==> src/rtl/loader_pkg.sv <==
// rtl/loader_pkg.sv - shared types and frame constants for the UART RAM loader
// Contents: loader state enum, default sync marker, frame field byte counts.
package loader_pkg;

  typedef enum logic [2:0] {
    IDLE,
    ADDR_HI,
    ADDR_LO,
    CNT_HI,
    CNT_LO,
    DATA,
    CSUM
  } state_t;

  localparam logic [7:0] SYNC_BYTE_DEFAULT = 8'hA5;

  localparam int ADDR_FIELD_BYTES = 2;
  localparam int CNT_FIELD_BYTES  = 2;
  localparam int WORD_BYTES       = 4;
  localparam int CSUM_FIELD_BYTES = 1;

endpackage

==> src/rtl/loader_word_assembler.sv <==
// rtl/loader_word_assembler.sv - packs little-endian bytes into 32-bit words
// Ports:
//   clk, reset      clock, synchronous active-high reset
//   clear           drops any partial word and any pending word_ready
//   byte_valid      byte_in is a data byte to pack
//   byte_in         data byte
//   lane            lane the next byte will land in (0..3)
//   word            assembled word (byte k in bits 8k+7:8k)
//   word_ready      one-cycle strobe, the cycle after the 4th byte
module loader_word_assembler
  import loader_pkg::*;
(
  input  logic        clk,
  input  logic        reset,
  input  logic        clear,
  input  logic        byte_valid,
  input  logic [7:0]  byte_in,
  output logic [1:0]  lane,
  output logic [31:0] word,
  output logic        word_ready
);

  localparam logic [1:0] LAST_LANE = 2'(WORD_BYTES - 1);

  logic [1:0]  lane_q;
  logic [31:0] word_q;
  logic        ready_q;

  always_ff @(posedge clk) begin
    if (reset) begin
      lane_q  <= '0;
      word_q  <= '0;
      ready_q <= 1'b0;
    end else if (clear) begin
      lane_q  <= '0;
      ready_q <= 1'b0;
    end else begin
      ready_q <= byte_valid && (lane_q == LAST_LANE);
      // A byte arriving while word_ready is high overwrites lane 0 only at
      // the end of that cycle, so the word being written stays intact.
      if (byte_valid) begin
        word_q[{lane_q, 3'b000} +: 8] <= byte_in;
        lane_q <= lane_q + 2'd1;
      end
    end
  end

  assign lane       = lane_q;
  assign word       = word_q;
  assign word_ready = ready_q;

endmodule

==> src/rtl/uart_ram_loader.sv <==
// rtl/uart_ram_loader.sv - loads framed serial data into RAM port 2
// Frame: SYNC, ADDR_HI, ADDR_LO, CNT_HI, CNT_LO, CNT x 4 data bytes, CSUM.
// Optional macro UART_LOADER_CHECKSUM_EN: XOR-checks the CSUM byte.
// Ports:
//   clk, reset            clock, synchronous active-high reset
//   rx_valid, rx_byte     received byte strobe and value
//   ram_wEn, ram_addr,    RAM port 2 write strobe, word address, data
//   ram_data
//   busy                  frame in progress
//   done                  one-cycle pulse on clean frame completion
//   err                   sticky error, cleared by reset or next SYNC
//   words_written         words written by the current or last frame
module uart_ram_loader
  import loader_pkg::*;
#(
  parameter int         ADDR_WIDTH     = 12,
  parameter int         TIMEOUT_CYCLES = 1000000,
  parameter logic [7:0] SYNC_BYTE      = SYNC_BYTE_DEFAULT
) (
  input  logic                  clk,
  input  logic                  reset,
  input  logic                  rx_valid,
  input  logic [7:0]            rx_byte,
  output logic                  ram_wEn,
  output logic [ADDR_WIDTH-1:0] ram_addr,
  output logic [31:0]           ram_data,
  output logic                  busy,
  output logic                  done,
  output logic                  err,
  output logic [15:0]           words_written
);

  localparam int TW = $clog2(TIMEOUT_CYCLES + 1);

  state_t                state, state_next;
  logic [7:0]            addr_hi_q, cnt_hi_q;
  logic [ADDR_WIDTH-1:0] addr_q;
  logic [15:0]           words_left_q, ww_q;
  logic [TW-1:0]         tcount_q;
  logic                  err_q, done_q;
  logic [15:0]           addr_full;
  logic [1:0]            lane;
  logic [31:0]           word;
  logic                  word_ready;
  logic                  timeout, sync_hit, csum_accept, csum_ok, asm_clear;

  assign addr_full   = {addr_hi_q, rx_byte};
  // A byte arriving on the expiry cycle resets the count instead of aborting.
  assign timeout     = busy && !rx_valid && (tcount_q == TW'(TIMEOUT_CYCLES - 1));
  assign sync_hit    = (state == IDLE) && rx_valid && (rx_byte == SYNC_BYTE);
  assign csum_accept = (state == CSUM) && rx_valid;
  assign asm_clear   = (state == IDLE) || timeout;

`ifdef UART_LOADER_CHECKSUM_EN
  logic [7:0] xor_q;

  always_ff @(posedge clk) begin
    if (reset || sync_hit) begin
      xor_q <= '0;
    end else if (rx_valid && busy && (state != CSUM)) begin
      xor_q <= xor_q ^ rx_byte;
    end
  end

  assign csum_ok = (rx_byte == xor_q);
`else
  assign csum_ok = 1'b1;
`endif

  loader_word_assembler u_asm (
    .clk        (clk),
    .reset      (reset),
    .clear      (asm_clear),
    .byte_valid (rx_valid && (state == DATA)),
    .byte_in    (rx_byte),
    .lane       (lane),
    .word       (word),
    .word_ready (word_ready)
  );

  always_ff @(posedge clk) begin
    if (reset) state <= IDLE;
    else       state <= state_next;
  end

  always_comb begin
    state_next = state;
    if (timeout) begin
      state_next = IDLE;
    end else if (rx_valid) begin
      unique case (state)
        IDLE:    if (rx_byte == SYNC_BYTE) state_next = ADDR_HI;
        ADDR_HI: state_next = ADDR_LO;
        ADDR_LO: state_next = CNT_HI;
        CNT_HI:  state_next = CNT_LO;
        CNT_LO:  state_next = ({cnt_hi_q, rx_byte} == 16'd0) ? CSUM : DATA;
        DATA:    if (lane == 2'd3 && words_left_q == 16'd1) state_next = CSUM;
        CSUM:    state_next = IDLE;
        default: state_next = IDLE;
      endcase
    end
  end

  always_comb begin
    busy          = (state != IDLE);
    ram_wEn       = word_ready;
    ram_addr      = addr_q;
    ram_data      = word;
    done          = done_q;
    err           = err_q;
    words_written = ww_q;
  end

  always_ff @(posedge clk) begin
    if (reset) begin
      addr_hi_q    <= '0;
      cnt_hi_q     <= '0;
      addr_q       <= '0;
      words_left_q <= '0;
      ww_q         <= '0;
      tcount_q     <= '0;
      err_q        <= 1'b0;
      done_q       <= 1'b0;
    end else begin
      done_q <= csum_accept && csum_ok;

      if (!busy || rx_valid || timeout) tcount_q <= '0;
      else                              tcount_q <= tcount_q + TW'(1);

      if (rx_valid) begin
        unique case (state)
          ADDR_HI: addr_hi_q    <= rx_byte;
          ADDR_LO: addr_q       <= addr_full[ADDR_WIDTH-1:0];
          CNT_HI:  cnt_hi_q     <= rx_byte;
          CNT_LO:  words_left_q <= {cnt_hi_q, rx_byte};
          DATA:    if (lane == 2'd3) words_left_q <= words_left_q - 16'd1;
          default: ;
        endcase
      end

      // Address wraps naturally at 2^ADDR_WIDTH.
      if (word_ready) begin
        addr_q <= addr_q + 1'b1;
        ww_q   <= ww_q + 16'd1;
      end

      if (sync_hit) begin
        err_q <= 1'b0;
        ww_q  <= '0;
      end
      if (timeout || (csum_accept && !csum_ok)) err_q <= 1'b1;
    end
  end

endmodule

==> config.mk <==
export PLATFORM = sky130hd
export DESIGN_NAME = uart_ram_loader
export DESIGN_NICKNAME = d
export VERILOG_FILES = /design/src/rtl/loader_pkg.sv /design/src/rtl/loader_word_assembler.sv /design/src/rtl/uart_ram_loader.sv
export SDC_FILE = /design/constraint.sdc
export NUM_CORES = 1
export LEC_CHECK = 0
export BUFFER_PORTS_ARGS = -buffer_cell sky130_fd_sc_hd__buf_2
export CAP_MARGIN = 20
export CELL_PAD_IN_SITES_DETAIL_PLACEMENT = 2
export CELL_PAD_IN_SITES_GLOBAL_PLACEMENT = 2
export CORE_UTILIZATION = 31
export DETAILED_ROUTE_END_ITERATION = 8
export PLACE_DENSITY_LB_ADDON = 0.1
export RECOVER_POWER = 50
export SYNTH_ARGS = -nofsm -noshare
export SYNTH_HDL_FRONTEND = slang
export SYNTH_SLANG_ARGS = --single-unit
export TNS_END_PERCENT = 50
==> constraint.sdc <==
create_clock -name clk -period 1.88 [get_ports clk]
set_input_delay 0.094 -clock clk [delete_from_list [all_inputs] [get_ports clk]]
set_output_delay 0.094 -clock clk [all_outputs]
set_load 0.05 [all_outputs]
==> run metrics, run 1 <==
Max VDD drop=0.612 mV; number of port buffers=74; Buf/Inv on CP=0; max cap viols=0; clock root cell=clkbuf_16; Clock Tree Buf Depth=2; most common cell after layout, fill and taps aside=dfxtp_1; Mapped Nets=708; status=completed; vias per cell=5.44; Final period util=94.1%; HPWL reported at the end of detailed placement=14100 um; Crit path max-delay family=simple AND/OR/NAND/NOR gates; Hold Crit Class=in2reg; CP Launch Type=register; Filler cells=2045; PnR Total Power=5.79 mW; Reg power frac=42.7%; initial antenna violation count=0; NetSw=1.41 mW; Setup Skew=0.00826 ns; worst-path cell chain=or4_1, o311ai_0, a31oi_1; Cell Rows=48; Crit Path Max Fanout=5; Comb pwr share=3.3%; DR WL/cell=19.3 um; number of library cell types mapped by synthesis=62; starting density of the core=32.1%; Crit path arrival time=2.05 ns; initial drt markers=224; synthesized flop and latch total=116; post-route minimum period=1.77 ns; clock share of power=54.0%; Worst-Skew Late Latency=0.43 ns; Internal Power=4.38 mW; Hold Worst Slack=0.0424 ns; Core ar.=0.0175 mm^2; critical path's slowest cell=or4_1; asr flop ratio synth=0%; global-route wire length before repair=32000 um; RSZ-0062 raised after global routing=false; Initial DRT Pass Iterations=4; fin util=40.0%; most frequent cells in the layout=dfxtp_1 (110), nand2_1 (75), a21oi_1 (68); clock sink count=116; die width=137 um; Syn Inst Count=686; Detail Route Antenna Nets=0; Slew Limit Headroom=56.8%; Placed Area=0.00652 mm^2; ANT cells=0; fin. max-slew vios=0; number of synthesized flops with an enable pin=0; Nets=806; leak pwr=2.30 nW; critical path's largest stage delay=0.71 ns; Sw Ratio=24.3%; Fin Setup TNS=0 ns; # IOs=75; final worst setup slack=0.110 ns; Die Y=137 um; Worst EP required=2.16 ns; share of layout cells above drive strength 1=14.6%; Setup-failing EPs final=0; htree depth=4; hold buffers post-CTS=0; worst setup path class=reg2reg; clock-pin slew on the worst setup and hold paths=0.06 ns; routed wire length=19700 um; Global Route Usage Sum=22.5%; worst slack at placement=0.0621 ns; Final Instance Area=0.00702 mm^2; CTS tree=yes; die area=0.0187 mm^2; Syn Std Cell Area=0.00563 mm^2; Power per Cell Area=825 mW/mm^2; non-filler instance count after layout=1022; CP endpoint kind=register; DRC viols=0; CTS Buf Count=17; final hold vios=0; predominant post-synthesis flop cell=dfxtp_1; Slew @ Worst Pin=0.651 ns; vias in the first global route=5965; Syn. warnings=0; Area Growth Syn to Fin=24.6%; via count=5555; Synth Area per Inst=8.21 um^2; GP Congestion=0.790; largest net degree at the start of global routing=29; total placed cells including tap cells=990; global route total overflow=0; Seq/Total Area, Yosys=41.2%; Achievable Freq=565 MHz
[worst min-delay path, cell delays in order]
cell     delay (ns)
buf_2          0.18
nand2_1        0.09
a21oi_1        0.05
[what timing repair did]
item                       CTS  global route
gates resized for setup      1             6
setup endpoints to repair    1            41
pin swaps                    0             1
setup buffers                0             0
[cell type report]
| type | instances | area, um^2 | share of cell area, % |
|---|---|---|---|
| Clock inverter | 14 | 130 | 1.85 |
| Multi-Input combinational cell | 511 | 3090 | 44.0 |
| Timing Repair Buffer | 122 | 692 | 9.86 |
| Tap cell | 225 | 282 | 4.01 |
| Inverter | 16 | 60.1 | 0.856 |
| Clock buffer | 18 | 439 | 6.26 |
| Sequential cell | 116 | 2330 | 33.2 |
[layer usage]
layer | vias to the layer above | GRT usage (%) | wire [um]
met5 | - | 0 | 0
met4 | 0 | 7.57 | 293
met3 | 20 | 4.63 | 648
met2 | 91 | 38.5 | 9740
met1 | 2779 | 28.1 | 9040
li1 | 2665 | - | -
[cell families after synthesis]
kind of cell | count (synthesis) | synth area share [%]
buffers and inverters | 59 | 4.49
AO/OA/AOI/OAI | 141 | 15.2
flip-flops | 116 | 41.2
XOR/XNOR | 33 | 5.13
adder cells (fa/ha/maj) | 11 | 2.44
AND/OR/NAND/NOR | 314 | 29.3
multiplexers | 12 | 2.20
[power groups by stage]
stage / sequential, mW / combinational (mW) / clock [mW]
after CTS: 2.47 / 0.196 / 3.21
after floorplan: 2.53 / 0.0944 / 0
final: 2.47 / 0.193 / 3.12
after detailed placement: 2.53 / 0.195 / 0
after global routing: 2.47 / 0.205 / 3.31
after global placement: 2.52 / 0.193 / 0
[path summary, 6_finish.rpt]
kind                         from               to  slack (ns)  cells after the start
hold reg to reg       tcount_q[0]      tcount_q[0]        0.44                      1
hold / removal         rx_byte[2]      cnt_hi_q[2]        0.04                      3
setup reg to reg  words_left_q[0]  words_left_q[9]        0.11                      3
setup / recovery  words_left_q[0]  words_left_q[9]        0.11                      3
[synthesized netlist by cell type (2+ instances only)]
| master | number | share of area [%] |
|---|---|---|
| or4_1 | 6 | 0.80 |
| o31ai_1 | 2 | 0.27 |
| nand4b_1 | 3 | 0.47 |
| and4b_1 | 2 | 0.36 |
| and3_1 | 4 | 0.44 |
| dfxtp_1 | 116 | 41 |
| a211oi_1 | 17 | 2.3 |
| nand4_1 | 23 | 2.6 |
| nor2_1 | 57 | 3.8 |
| a31oi_1 | 6 | 0.67 |
| and2_1 | 16 | 1.8 |
| o21ai_0 | 26 | 2.3 |
| mux2_2 | 3 | 0.60 |
| nand3b_1 | 3 | 0.40 |
| ha_1 | 11 | 2.4 |
| and4_1 | 3 | 0.47 |
| nand2b_1 | 3 | 0.33 |
| buf_1 | 5 | 0.33 |
| a32o_1 | 2 | 0.36 |
| nor4b_1 | 2 | 0.31 |
| or3_1 | 7 | 0.78 |
| inv_1 | 16 | 1.1 |
| xnor2_1 | 18 | 2.8 |
| clkbuf_1 | 24 | 1.6 |
| a21oi_1 | 68 | 6.0 |
| nor3b_1 | 5 | 0.67 |
| buf_2 | 10 | 0.89 |
| nor4_1 | 14 | 1.6 |
| xor2_1 | 15 | 2.3 |
| mux2i_1 | 9 | 1.6 |
| nor2b_1 | 8 | 0.89 |
| nor3_1 | 18 | 1.6 |
| o221a_2 | 2 | 0.40 |
| o211ai_1 | 3 | 0.40 |
| a31o_2 | 3 | 0.47 |
| nand2_1 | 75 | 5.0 |
| nand3_1 | 54 | 4.8 |
| buf_4 | 3 | 0.40 |
[flip-flops by register name, summed over array words and instances, names as in the netlist, 2 cells and up]
signal	flops
u_asm.lane	2
u_asm.word	32
ram_addr	12
state	3
tcount_q	20
addr_hi_q	4
words_written	16
cnt_hi_q	8
words_left_q	16
Power figures use the tool's default switching activity.
==> run 2, diff against run 1 <==
--- a/config.mk
+++ b/config.mk
@@ -9,7 +9,8 @@
 export CAP_MARGIN = 20
 export CELL_PAD_IN_SITES_DETAIL_PLACEMENT = 2
 export CELL_PAD_IN_SITES_GLOBAL_PLACEMENT = 2
-export CORE_UTILIZATION = 31
+export CORE_UTILIZATION = 32
+export CTS_BUF_LIST = sky130_fd_sc_hd__clkbuf_8
 export DETAILED_ROUTE_END_ITERATION = 8
 export PLACE_DENSITY_LB_ADDON = 0.1
 export RECOVER_POWER = 50
==> constraint.sdc (replaced) <==
create_clock -name clk -period 1.88 [get_ports clk]
set_input_delay 0.094 -clock clk [delete_from_list [all_inputs] [get_ports clk]]
set_output_delay 0.094 -clock clk [all_outputs]
set_load 0.1 [all_outputs]
==> run metrics, run 2 (synthesis gave the netlist of run 1 again) <==
status=completed; initial antenna violation count=0 (unchanged); starting density of the core=32.7% (+0.56 points); leak pwr=2.43 nW (+5.7%); clock root cell=clkbuf_8; Setup-failing EPs final=0 (unchanged); number of port buffers=74 (unchanged); global route total overflow=0 (unchanged); Filler cells=1952 (-4.5%); ANT cells=0 (unchanged); Die Y=135 um (-1.6%); # IOs=75 (unchanged); Fin Setup TNS=0 ns (unchanged); Hold Crit Class=in2reg; Slew @ Worst Pin=0.677 ns (+0.0268 ns); Nets=803 (-0.37%); Crit Path Max Fanout=6 (+1); Crit path arrival time=2.17 ns (+0.12 ns); max FFs per register=32 (unchanged); Slew Limit Headroom=54.8% (-2.0 points); clock share of power=45.4% (-8.6 points); largest net degree at the start of global routing=30 (+3.4%); RSZ-0062 raised after global routing=false; CTS tree=yes; Detail Route Antenna Nets=0 (unchanged); global-route wire length before repair=32500 um (+1.4%); CP endpoint kind=register; CTS Buf Count=17 (unchanged); Max VDD drop=0.360 mV (-41%); NetSw=1.22 mW (-13%); Cell Rows=48 (unchanged); Initial DRT Pass Iterations=4 (unchanged); fin util=40.0% (-0.072 points); Worst EP required=2.21 ns (+0.05 ns); Reg area=0.00235 mm^2 (+0.97%); hold buffers post-CTS=0 (unchanged); most frequent cells in the layout=dfxtp_1 (92), nand2_1 (75), a21oi_1 (68); fin. max-slew vios=0 (unchanged); routed wire length=19600 um (-0.66%); share of layout cells above drive strength 1=24.0% (+9.4 points); Power per Cell Area=711 mW/mm^2 (-14%); worst setup path class=reg2reg; clock-pin slew on the worst setup and hold paths=0.07 ns (about the same); die width=135 um (-1.6%); via count=5508 (-0.85%); Core ar.=0.0172 mm^2 (-1.7%); Reg power frac=50.4% (+7.7 points); Final period util=97.5% (+3.4 points); DR WL/cell=19.2 um (-0.27%); GP Congestion=0.834 (+5.5%); final hold vios=0 (unchanged); Global Route Usage Sum=23.0% (+0.46 points); Final Instance Area=0.00689 mm^2 (-1.9%); multi-input logic area=0.00310 mm^2 (+0.57%); htree depth=4 (unchanged); post-route minimum period=1.83 ns (+0.0635 ns); Sw Ratio=24.9% (+0.61 points); Achievable Freq=545 MHz (-3.5%); clock sink count=116 (unchanged); Clock Tree Buf Depth=2 (unchanged); Area Growth Syn to Fin=22.3%; PnR Total Power=4.90 mW (-15%); CP Launch Type=register; Setup Skew=0.0125 ns (+0.00423 ns); max cap viols=0 (unchanged); initial drt markers=181 (-19%); most common cell after layout, fill and taps aside=dfxtp_1; DRC viols=0 (unchanged); Placed Area=0.00650 mm^2 (-0.38%); HPWL reported at the end of detailed placement=14000 um (-0.65%); die area=0.0181 mm^2 (-3.1%); flop2flop setup slack=0.05 ns (-0.06 ns); Comb pwr share=4.1% (+0.8 points); vias in the first global route=5980 (+0.25%); Internal Power=3.68 mW (-16%); Worst-Skew Late Latency=0.45 ns (+0.02 ns); vias per cell=5.41 (-0.46%)
-- run 2: what timing repair did --
action                                  CTS  global route
resized for setup                         2             9
setup buffers                             0             0
endpoints found under the setup margin    1            52
-- run 2: worst paths after layout --
| path | end | from | cells after the start |
|---|---|---|---|
| worst max register to register | words_left_q[12] | words_left_q[4] | 4 |
| worst min register to register | u_asm.word[9] | u_asm.word[9] | 2 |
| worst max-delay path | words_left_q[12] | words_left_q[4] | 4 |
| worst min-delay path | cnt_hi_q[2] | rx_byte[2] | 3 |
-- run 2: final cells by class --
class	instances	share of cell area, %
clock buffer	21	4.20
clock inverter	10	1.22
inverter	16	0.872
multi-input combinational	511	45.1
sequential	116	34.2
tap	225	4.09
timing repair buffer	119	10.4
-- run 2: power by group through the flow --
stage	logic, mW	registers, mW	clock network, mW
after global routing	0.217	2.47	2.40
after global placement	0.202	2.52	0
final	0.203	2.47	2.22
after detailed placement	0.206	2.53	0
after floorplan	0.0990	2.54	0
after CTS	0.207	2.47	2.30
-- run 2: critical path, cell delays in order, from the launching register on --
cell and delay [ns]:
dfxtp_1 0.35, or4_1 0.69, nor4_1 0.38, o221a_2 0.25
a21oi_1 0.05
-- run 2: per-stage QoR --
| stage | hold slack [ns] | setup WS, ns | cells |
|---|---|---|---|
| after floorplan | 0.230 | -0.0728 | 686 |
| after global placement | 0.422 | 0.137 | 987 |
| after detailed placement | 0.448 | 0.0611 | 987 |
| after CTS | 0.0216 | 0.00842 | 1018 |
| after global routing | 0.0264 | 0.00557 | 1018 |
| final | 0.0203 | 0.0465 | 1018 |
-- run 2: per-layer routing --
| layer | up-vias | GRT usage [%] | share of wire (%) |
|---|---|---|---|
| li1 | 2649 | - | - |
| met1 | 2751 | 29.7 | 48 |
| met2 | 80 | 38.7 | 48 |
| met3 | 28 | 3.64 | 2.6 |
| met4 | 0 | 8.24 | 1.7 |
| met5 | - | 0 | 0 |
